$ cat config.mk
export PLATFORM = sky130hd
export DESIGN_NAME = uart_ctrl
export DESIGN_NICKNAME = d
export VERILOG_FILES = /design/src/rtl/uart_pkg.sv /design/src/rtl/uart_bit_timer.sv /design/src/rtl/uart_ctrl.sv
export SDC_FILE = /design/constraint.sdc
export NUM_CORES = 1
export LEC_CHECK = 0
export ABC_CLOCK_PERIOD_IN_PS = 12390
export BUFFER_PORTS_ARGS = -buffer_cell sky130_fd_sc_hd__buf_2
export CORE_MARGIN = 10
export CORE_UTILIZATION = 50
export DETAILED_ROUTE_END_ITERATION = 10
export PLACE_DENSITY = 0.69
export SYNTH_ARGS = -nofsm -noshare
export SYNTH_HDL_FRONTEND = slang
export SYNTH_SLANG_ARGS = --single-unit
export TNS_END_PERCENT = 20
$ cat constraint.sdc
create_clock -name clk -period 12.39 [get_ports clk]
set_input_delay 2.478 -clock clk [delete_from_list [all_inputs] [get_ports clk]]
set_output_delay 2.478 -clock clk [all_outputs]
set_load 0.05 [all_outputs]
$ cat src/rtl/uart_pkg.sv
// rtl/uart_pkg.sv - shared constants, state encodings and baud helper for uart_ctrl
package uart_pkg;

  localparam int PAR_NONE = 0;
  localparam int PAR_ODD  = 1;
  localparam int PAR_EVEN = 2;

  typedef enum logic [2:0] {
    TX_IDLE,
    TX_START,
    TX_DATA,
    TX_PAR,
    TX_STOP
  } tx_state_e;

  typedef enum logic [2:0] {
    RX_IDLE,
    RX_START,
    RX_DATA,
    RX_PAR,
    RX_STOP,
    RX_BREAK
  } rx_state_e;

  // Divider value for a given clock and baud rate (bit period = result + 1 clocks).
  function automatic int uart_baud(input int clock, input int baud);
    return clock / baud - 1;
  endfunction

endpackage

$ cat src/rtl/uart_bit_timer.sv
// rtl/uart_bit_timer.sv - bit-period counter with full/half period load and tick output
module uart_bit_timer
  import uart_pkg::*;
#(
  parameter int DIV_W = 16
) (
  input  logic             clk,
  input  logic             rst,
  input  logic             en_i,
  input  logic             load_i,
  input  logic             half_i,
  input  logic [DIV_W-1:0] period_i,
  output logic             tick_o
);

  logic [DIV_W-1:0] cnt_q;
  logic [DIV_W-1:0] lim_q;
  logic [DIV_W-1:0] per_q;

  // Count up to the current limit; after a half-period the limit reverts to the full period.
  always_ff @(posedge clk or posedge rst) begin
    if (rst) begin
      cnt_q <= '0;
      lim_q <= '0;
      per_q <= '0;
    end else if (load_i) begin
      cnt_q <= '0;
      per_q <= period_i;
      lim_q <= half_i ? (period_i >> 1) : period_i;
    end else if (en_i) begin
      if (cnt_q == lim_q) begin
        cnt_q <= '0;
        lim_q <= per_q;
      end else begin
        cnt_q <= cnt_q + 1'b1;
      end
    end
  end

  assign tick_o = en_i && (cnt_q == lim_q);

endmodule

$ cat src/rtl/uart_ctrl.sv
// rtl/uart_ctrl.sv - parametrised full-duplex UART with handshake TX and checked RX
module uart_ctrl
  import uart_pkg::*;
#(
  parameter int DATA_BITS = 8,
  parameter int PARITY    = PAR_NONE,
  parameter int STOP_BITS = 1,
  parameter int DIV_W     = 16
) (
  input  logic                 clk,
  input  logic                 rst,
  input  logic [DIV_W-1:0]     baud_div,
  input  logic [DATA_BITS-1:0] tx_data,
  input  logic                 tx_valid,
  output logic                 tx_ready,
  output logic                 TX,
  input  logic                 RX,
  output logic [DATA_BITS-1:0] rx_data,
  output logic                 rx_valid,
  output logic                 rx_frame_err,
  output logic                 rx_parity_err,
  output logic                 rx_busy
);

  localparam logic [3:0] LAST_DATA = 4'(DATA_BITS - 1);
  localparam logic [3:0] LAST_STOP = 4'(STOP_BITS - 1);
  localparam bit         HAS_PAR   = (PARITY != PAR_NONE);

  function automatic logic par_bit(input logic [DATA_BITS-1:0] d);
    return (PARITY == PAR_ODD) ? ~^d : ^d;
  endfunction

  tx_state_e tx_state_q, tx_state_d;
  logic [DATA_BITS-1:0] tx_sh_q, tx_sh_d;
  logic [3:0] tx_cnt_q, tx_cnt_d;
  logic tx_q, tx_d, tx_par_q, tx_par_d;
  logic tx_accept, tx_tick;

  rx_state_e rx_state_q, rx_state_d;
  logic [DATA_BITS-1:0] rx_sh_q, rx_sh_d, rx_data_q, rx_data_d;
  logic [3:0] rx_cnt_q, rx_cnt_d;
  logic rx_s1_q, rx_s2_q;
  logic rx_perr_q, rx_perr_d;
  logic rx_valid_q, rx_valid_d, rx_ferr_q, rx_ferr_d, rx_perr_out_q, rx_perr_out_d;
  logic rx_tick, rx_start;

  assign tx_accept = tx_valid && (tx_state_q == TX_IDLE);
  assign rx_start  = (rx_state_q == RX_IDLE) && !rx_s2_q;

  uart_bit_timer #(.DIV_W(DIV_W)) u_tx_timer (
    .clk(clk), .rst(rst), .en_i(tx_state_q != TX_IDLE), .load_i(tx_accept),
    .half_i(1'b0), .period_i(baud_div), .tick_o(tx_tick)
  );

  uart_bit_timer #(.DIV_W(DIV_W)) u_rx_timer (
    .clk(clk), .rst(rst), .en_i((rx_state_q != RX_IDLE) && (rx_state_q != RX_BREAK)),
    .load_i(rx_start), .half_i(1'b1), .period_i(baud_div), .tick_o(rx_tick)
  );

  // State and datapath registers for both directions; reset leaves the line idle.
  always_ff @(posedge clk or posedge rst) begin
    if (rst) begin
      tx_state_q    <= TX_IDLE;
      tx_sh_q       <= '0;
      tx_cnt_q      <= '0;
      tx_q          <= 1'b1;
      tx_par_q      <= 1'b0;
      rx_s1_q       <= 1'b1;
      rx_s2_q       <= 1'b1;
      rx_state_q    <= RX_IDLE;
      rx_sh_q       <= '0;
      rx_cnt_q      <= '0;
      rx_perr_q     <= 1'b0;
      rx_data_q     <= '0;
      rx_valid_q    <= 1'b0;
      rx_ferr_q     <= 1'b0;
      rx_perr_out_q <= 1'b0;
    end else begin
      tx_state_q    <= tx_state_d;
      tx_sh_q       <= tx_sh_d;
      tx_cnt_q      <= tx_cnt_d;
      tx_q          <= tx_d;
      tx_par_q      <= tx_par_d;
      rx_s1_q       <= RX;
      rx_s2_q       <= rx_s1_q;
      rx_state_q    <= rx_state_d;
      rx_sh_q       <= rx_sh_d;
      rx_cnt_q      <= rx_cnt_d;
      rx_perr_q     <= rx_perr_d;
      rx_data_q     <= rx_data_d;
      rx_valid_q    <= rx_valid_d;
      rx_ferr_q     <= rx_ferr_d;
      rx_perr_out_q <= rx_perr_out_d;
    end
  end

  // TX next state: the line value for the coming bit is decided at the tick that ends the current one.
  always_comb begin
    tx_state_d = tx_state_q;
    tx_sh_d    = tx_sh_q;
    tx_cnt_d   = tx_cnt_q;
    tx_d       = tx_q;
    tx_par_d   = tx_par_q;
    case (tx_state_q)
      TX_IDLE: begin
        if (tx_accept) begin
          tx_state_d = TX_START;
          tx_sh_d    = tx_data;
          tx_par_d   = par_bit(tx_data);
          tx_cnt_d   = '0;
          tx_d       = 1'b0;
        end
      end
      TX_START: begin
        if (tx_tick) begin
          tx_state_d = TX_DATA;
          tx_d       = tx_sh_q[0];
          tx_sh_d    = tx_sh_q >> 1;
        end
      end
      TX_DATA: begin
        if (tx_tick) begin
          if (tx_cnt_q == LAST_DATA) begin
            tx_cnt_d = '0;
            if (HAS_PAR) begin
              tx_state_d = TX_PAR;
              tx_d       = tx_par_q;
            end else begin
              tx_state_d = TX_STOP;
              tx_d       = 1'b1;
            end
          end else begin
            tx_cnt_d = tx_cnt_q + 4'd1;
            tx_d     = tx_sh_q[0];
            tx_sh_d  = tx_sh_q >> 1;
          end
        end
      end
      TX_PAR: begin
        if (tx_tick) begin
          tx_state_d = TX_STOP;
          tx_d       = 1'b1;
        end
      end
      TX_STOP: begin
        if (tx_tick) begin
          if (tx_cnt_q == LAST_STOP) begin
            tx_state_d = TX_IDLE;
          end else begin
            tx_cnt_d = tx_cnt_q + 4'd1;
          end
        end
      end
      default: tx_state_d = TX_IDLE;
    endcase
  end

  // RX next state: sample the synchronised line at each mid-bit tick.
  always_comb begin
    rx_state_d    = rx_state_q;
    rx_sh_d       = rx_sh_q;
    rx_cnt_d      = rx_cnt_q;
    rx_perr_d     = rx_perr_q;
    rx_data_d     = rx_data_q;
    rx_valid_d    = 1'b0;
    rx_ferr_d     = rx_ferr_q;
    rx_perr_out_d = rx_perr_out_q;
    case (rx_state_q)
      RX_IDLE: begin
        if (rx_start) begin
          rx_state_d = RX_START;
          rx_cnt_d   = '0;
          rx_perr_d  = 1'b0;
        end
      end
      RX_START: begin
        if (rx_tick) begin
          rx_state_d = rx_s2_q ? RX_IDLE : RX_DATA;
        end
      end
      RX_DATA: begin
        if (rx_tick) begin
          rx_sh_d = {rx_s2_q, rx_sh_q[DATA_BITS-1:1]};
          if (rx_cnt_q == LAST_DATA) begin
            rx_cnt_d   = '0;
            rx_state_d = HAS_PAR ? RX_PAR : RX_STOP;
          end else begin
            rx_cnt_d = rx_cnt_q + 4'd1;
          end
        end
      end
      RX_PAR: begin
        if (rx_tick) begin
          rx_perr_d  = rx_s2_q ^ par_bit(rx_sh_q);
          rx_state_d = RX_STOP;
        end
      end
      RX_STOP: begin
        if (rx_tick) begin
          rx_data_d     = rx_sh_q;
          rx_valid_d    = 1'b1;
          rx_ferr_d     = !rx_s2_q;
          rx_perr_out_d = rx_perr_q;
          rx_state_d    = rx_s2_q ? RX_IDLE : RX_BREAK;
        end
      end
      RX_BREAK: begin
        if (rx_s2_q) begin
          rx_state_d = RX_IDLE;
        end
      end
      default: rx_state_d = RX_IDLE;
    endcase
  end

  // Outputs derived from state and registers.
  always_comb begin
    tx_ready      = (tx_state_q == TX_IDLE);
    rx_busy       = (rx_state_q != RX_IDLE);
    TX            = tx_q;
    rx_data       = rx_data_q;
    rx_valid      = rx_valid_q;
    rx_frame_err  = rx_ferr_q;
    rx_parity_err = rx_perr_out_q;
  end

endmodule

==> parameters.txt <==
Parameter                              Value

Drt
  Via density per instance    ~5.6
  Detailed Route WL    13700 um
  ANT nets after route    0
  Pre-Repair DR Iteration Count    6
  Drt initial violations    between 200 and 250
  DRC violation count after routing    0
  Routed wire length per instance    roughly 16 um
  Via count    approximately 4700

Worst hold path
  Hold path start    rx_s1_q
  Hold Path Depth    0
  Endpoint of the worst hold-timing path    rx_s2_q
  Worst min-delay path category    reg -> reg

Die
  Row Count    42
  Starting utilization of the core area    between 50% and 60%
  Horizontal die dimension    around 140 um
  Count of boundary I/O pins    between 40 and 50
  Core footprint    roughly 13000 um2
  Height of the chip    about 140 um
  Area of the die    18600 um2

Worst setup path
  Critical path cell sequence    or3_1, inv_1, buf_2
  Dominant delay contributor by cell family on the critical path    simple AND/OR/NAND/NOR gates
  R2R Path End    u_tx_timer.lim_q[0]
  CP endpoint kind    output port
  Slowest stage cell on the critical path    sky130_fd_sc_hd__or3_1
  Data arrival, critical path    2250 ps
  Endpoint required time on the critical path    between 9000 and 10000 ps
  Critical-path maximum fanout    28
  Instance count on the critical path    3
  Beginning of the worst register-to-register path    tx_state_q[0]
  Reg-to-reg setup timing slack    9120 ps
  CP max stage delay    roughly 790 ps
  Type of origin of the critical path    flop
  Critical Setup Path Class    reg -> out
  Buf/Inv on CP    2
  R2r worst-path depth    5

Synth
  Number of warning messages in the yosys log    0
  Share of flip-flops with an asynchronous set or reset after synthesis    between 90% and 100%
  Post-synthesis cell count    623
  Number of storage elements in the synthesis netlist    approximately 140
  Number of different library cells in the post-synthesis netlist    54
  Area share of the largest cell type after synthesis    50.9%
  Dominant register cell in the synthesized netlist    sky130_fd_sc_hd__dfrtp_1
  Sequential cell area fraction in the yosys report    approximately 52%
  Netlist area before placement    approximately 6800 um2
  Avg Inst Size Synth    approximately 11 um2
  Largest cells by area after synthesis    sky130_fd_sc_hd__dfrtp_1 51%, sky130_fd_sc_hd__mux2_2 9.3%, sky130_fd_sc_hd__xnor2_1 4.6%, sky130_fd_sc_hd__nand2_1 4.1%, sky130_fd_sc_hd__a31oi_1 3.2%
  Number of enable-type register cells in the synthesized netlist    0
  Top cell type by total area after synthesis    sky130_fd_sc_hd__dfrtp_1
  Number of nets produced by synthesis    between 600 and 700

Pwr
  Share of power burned in registers    47.0%
  Worst IR drop on VDD    between 0.15 and 0.2 mV
  Clock network power share    around a third
  Cell-internal power    around 0.0010 W
  Combinational power share    between 10% and 20%
  Switching share of power    ~29%
  PnR Total Power    around 0.0014 W
  Cell Pwr Density    182 nW/um2
  Net switching component of the power    ~0.0004 W
  Leakage power    around 3.5 nW

Clock tree
  CTS HTree Levels    4
  Clock latency at the later pin of the worst-skew pair    420 ps
  CTS root buffer    sky130_fd_sc_hd__clkbuf_16
  TritonCTS Sinks    between 100 and 150
  Count of instances resized after the clock tree is built    0
  Clock-pin slew of the registers on the worst-case setup and hold paths    60 ps
  Post-CTS setup buffer count    0
  Maximum clock path buffer count    2
  Clock tree from TritonCTS    yes
  Hold_buf cts    0
  Cts bufs inserted    17

STA
  Clock period minus worst slack    4730 ps
  Worst slew margin relative to its limit    between 20% and 30%
  Final count of hold timing violations    0
  Count of final setup violators    0
  Skew final    about 6.7 ps
  Part of the cycle the worst path needs    38.2%
  Setup repair after global routing missed its margin    false
  Setup TNS after final layout    0 ps
  Max-slew violation total from the final report    0
  Worst hold slack    around 360 ps
  Fmax achieved    between 200 and 250 MHz
  Actual slew at the worst max-slew pin    approximately 1100 ps

Global routing
  Initial antenna violation count    0
  Pin count of the biggest net entering global routing    78
  Gr ovfl total    0
  Number of global-route vias before repair    4736
  Global router's overall resource usage    ~15%
  Global-route wire length before repair    23200 um

Run
  Max-cap violations    0

Place
  Weighted congestion at the end of routability-driven global placement    a little under 0.9
  Sum of net half-perimeters after detailed placement    about 9400 um
  Number of I/O port buffers    approximately 40

Finish
  Net count of the finished layout    between 600 and 700
  Antenna diode instance count    0
  Syn-to-layout area delta    12.7%
  Proportion of layout cells with a drive suffix above 1    approximately a quarter

Status
  Outcome    finished, final reports clean
power by group through the flow:
stage | clock (W) | combinational (W) | sequential [W]
after floorplan | 0 | 0.000240 | 0.000625
after global placement | 0 | 0.000257 | 0.000656
after detailed placement | 0 | 0.000272 | 0.000660
after CTS | 0.000479 | 0.000274 | 0.000655
after global routing | 0.000502 | 0.000304 | 0.000671
final | 0.000470 | 0.000269 | 0.000656
final cells by class:
class / count / area, um2
clock buffer: 26 / 479
sequential: 141 / 3530
inverter: 20 / 80.1
clock inverter: 6 / 63.8
tap: 176 / 220
fill: 1175 / 5600
multi-input combinational: 427 / 3040
timing repair buffer: 45 / 235
kinds of logic after synthesis:
logic type / count (synthesis) / synth area share [%]
AO/OA/AOI/OAI: 97 / 9.59
XOR/XNOR: 59 / 7.62
adder cells (fa/ha/maj): 5 / 0.922
buffers and inverters: 55 / 3.34
flip-flops: 141 / 52.1
multiplexers: 69 / 11.8
AND/OR/NAND/NOR: 197 / 14.6
sequential cells by signal (all words and copies together) (netlist names):
register,count
TX,1
rx_cnt_q,4
rx_data,8
rx_frame_err,1
rx_parity_err,1
rx_perr_q,1
rx_s1_q,1
rx_s2_q,1
rx_sh_q,8
rx_state_q,3
rx_valid,1
tx_cnt_q,4
tx_sh_q,8
tx_state_q,3
u_rx_timer.cnt_q,16
u_rx_timer.lim_q,16
u_rx_timer.per_q,16
u_tx_timer.cnt_q,16
u_tx_timer.lim_q,16
u_tx_timer.per_q,16
routing by layer:
metal	global-route usage [%]	part of all wire, %
met2	26.0	51
met3	3.87	3.3
met1	18.8	44
met4	5.03	1.1
met5	0	0
worst max-delay path by stage:
stage                     slack [ps]              endpoint           from
after floorplan                 6140           rx_cnt_q[0]            rst
after global placement          8050  u_tx_timer.lim_q[12]       tx_valid
after detailed placement        7990   u_tx_timer.lim_q[0]       tx_valid
after CTS                       7670              tx_ready  tx_state_q[0]
after global routing            7510              tx_ready  tx_state_q[0]
final                           7660              tx_ready  tx_state_q[0]
placed cells by master (no fill, tap or decap), types with 4 or more instances in the layout:
| cell type | count |
|---|---|
| sky130_fd_sc_hd__buf_2 | 41 |
| sky130_fd_sc_hd__mux2_2 | 56 |
| sky130_fd_sc_hd__dfrtp_1 | 138 |
| sky130_fd_sc_hd__o211ai_1 | 4 |
| sky130_fd_sc_hd__xnor2_1 | 36 |
| sky130_fd_sc_hd__mux2_4 | 8 |
| sky130_fd_sc_hd__or2_2 | 5 |
| sky130_fd_sc_hd__or3_1 | 4 |
| sky130_fd_sc_hd__nand3_1 | 23 |
| sky130_fd_sc_hd__buf_4 | 4 |
| sky130_fd_sc_hd__mux2i_1 | 5 |
| sky130_fd_sc_hd__xor2_1 | 23 |
| sky130_fd_sc_hd__inv_1 | 19 |
| sky130_fd_sc_hd__nor3_1 | 4 |
| sky130_fd_sc_hd__ha_1 | 5 |
| sky130_fd_sc_hd__o21ai_0 | 10 |
| sky130_fd_sc_hd__nand2_1 | 74 |
| sky130_fd_sc_hd__nor2_1 | 31 |
| sky130_fd_sc_hd__and4_1 | 6 |
| sky130_fd_sc_hd__clkbuf_16 | 17 |
| sky130_fd_sc_hd__a21oi_1 | 9 |
| sky130_fd_sc_hd__nor4b_1 | 4 |
| sky130_fd_sc_hd__nand4_1 | 9 |
| sky130_fd_sc_hd__a31oi_1 | 35 |
| sky130_fd_sc_hd__a211oi_1 | 16 |
| sky130_fd_sc_hd__nor4_1 | 8 |
| sky130_fd_sc_hd__or3b_2 | 4 |
| sky130_fd_sc_hd__clkbuf_1 | 7 |
| sky130_fd_sc_hd__and3_1 | 6 |
worst register-to-register path, cell delays in order (launching register included):
cell	delay [ps]
sky130_fd_sc_hd__dfrtp_1	490
sky130_fd_sc_hd__or3_1	790
sky130_fd_sc_hd__inv_1	260
sky130_fd_sc_hd__and2_1	680
sky130_fd_sc_hd__o21bai_2	500
sky130_fd_sc_hd__mux2_2	420
stage by stage:
step / area (um2) / std cells / setup slack, ps / util (%)
final: 7650 / 841 / 7660 / 57.7
after global routing: 7650 / 841 / 7510 / 57.7
after CTS: 7650 / 841 / 7670 / 57.7
after detailed placement: 7100 / 809 / 7990 / 53.6
after global placement: 7100 / 809 / 8050 / 53.6
after floorplan: 6780 / 623 / 6140 / -
synthesized netlist by cell type (3+ instances only):
library cell               count
sky130_fd_sc_hd__dfrtp_1     138
sky130_fd_sc_hd__nand2_1      74
sky130_fd_sc_hd__mux2_2       56
sky130_fd_sc_hd__xnor2_1      36
sky130_fd_sc_hd__a31oi_1      35
sky130_fd_sc_hd__nor2_1       32
sky130_fd_sc_hd__clkbuf_1     26
sky130_fd_sc_hd__nand3_1      23
sky130_fd_sc_hd__xor2_1       23
sky130_fd_sc_hd__inv_1        20
sky130_fd_sc_hd__a211oi_1     16
sky130_fd_sc_hd__o21ai_0      10
sky130_fd_sc_hd__a21oi_1       9
sky130_fd_sc_hd__nand4_1       9
sky130_fd_sc_hd__nor4_1        9
sky130_fd_sc_hd__mux2_4        8
sky130_fd_sc_hd__and3_1        6
sky130_fd_sc_hd__and4_1        6
sky130_fd_sc_hd__ha_1          5
sky130_fd_sc_hd__mux2i_1       5
sky130_fd_sc_hd__or2_2         5
sky130_fd_sc_hd__buf_2         4
sky130_fd_sc_hd__nor3_1        4
sky130_fd_sc_hd__nor4b_1       4
sky130_fd_sc_hd__o211ai_1      4
sky130_fd_sc_hd__or3_1         4
sky130_fd_sc_hd__or3b_2        4
sky130_fd_sc_hd__and2_1        3
sky130_fd_sc_hd__buf_1         3
sky130_fd_sc_hd__dfstp_2       3
sky130_fd_sc_hd__nand2b_1      3
sky130_fd_sc_hd__nand4b_1      3
sky130_fd_sc_hd__nor2b_1       3
Note: power is estimated with default switching activity, not from simulation.
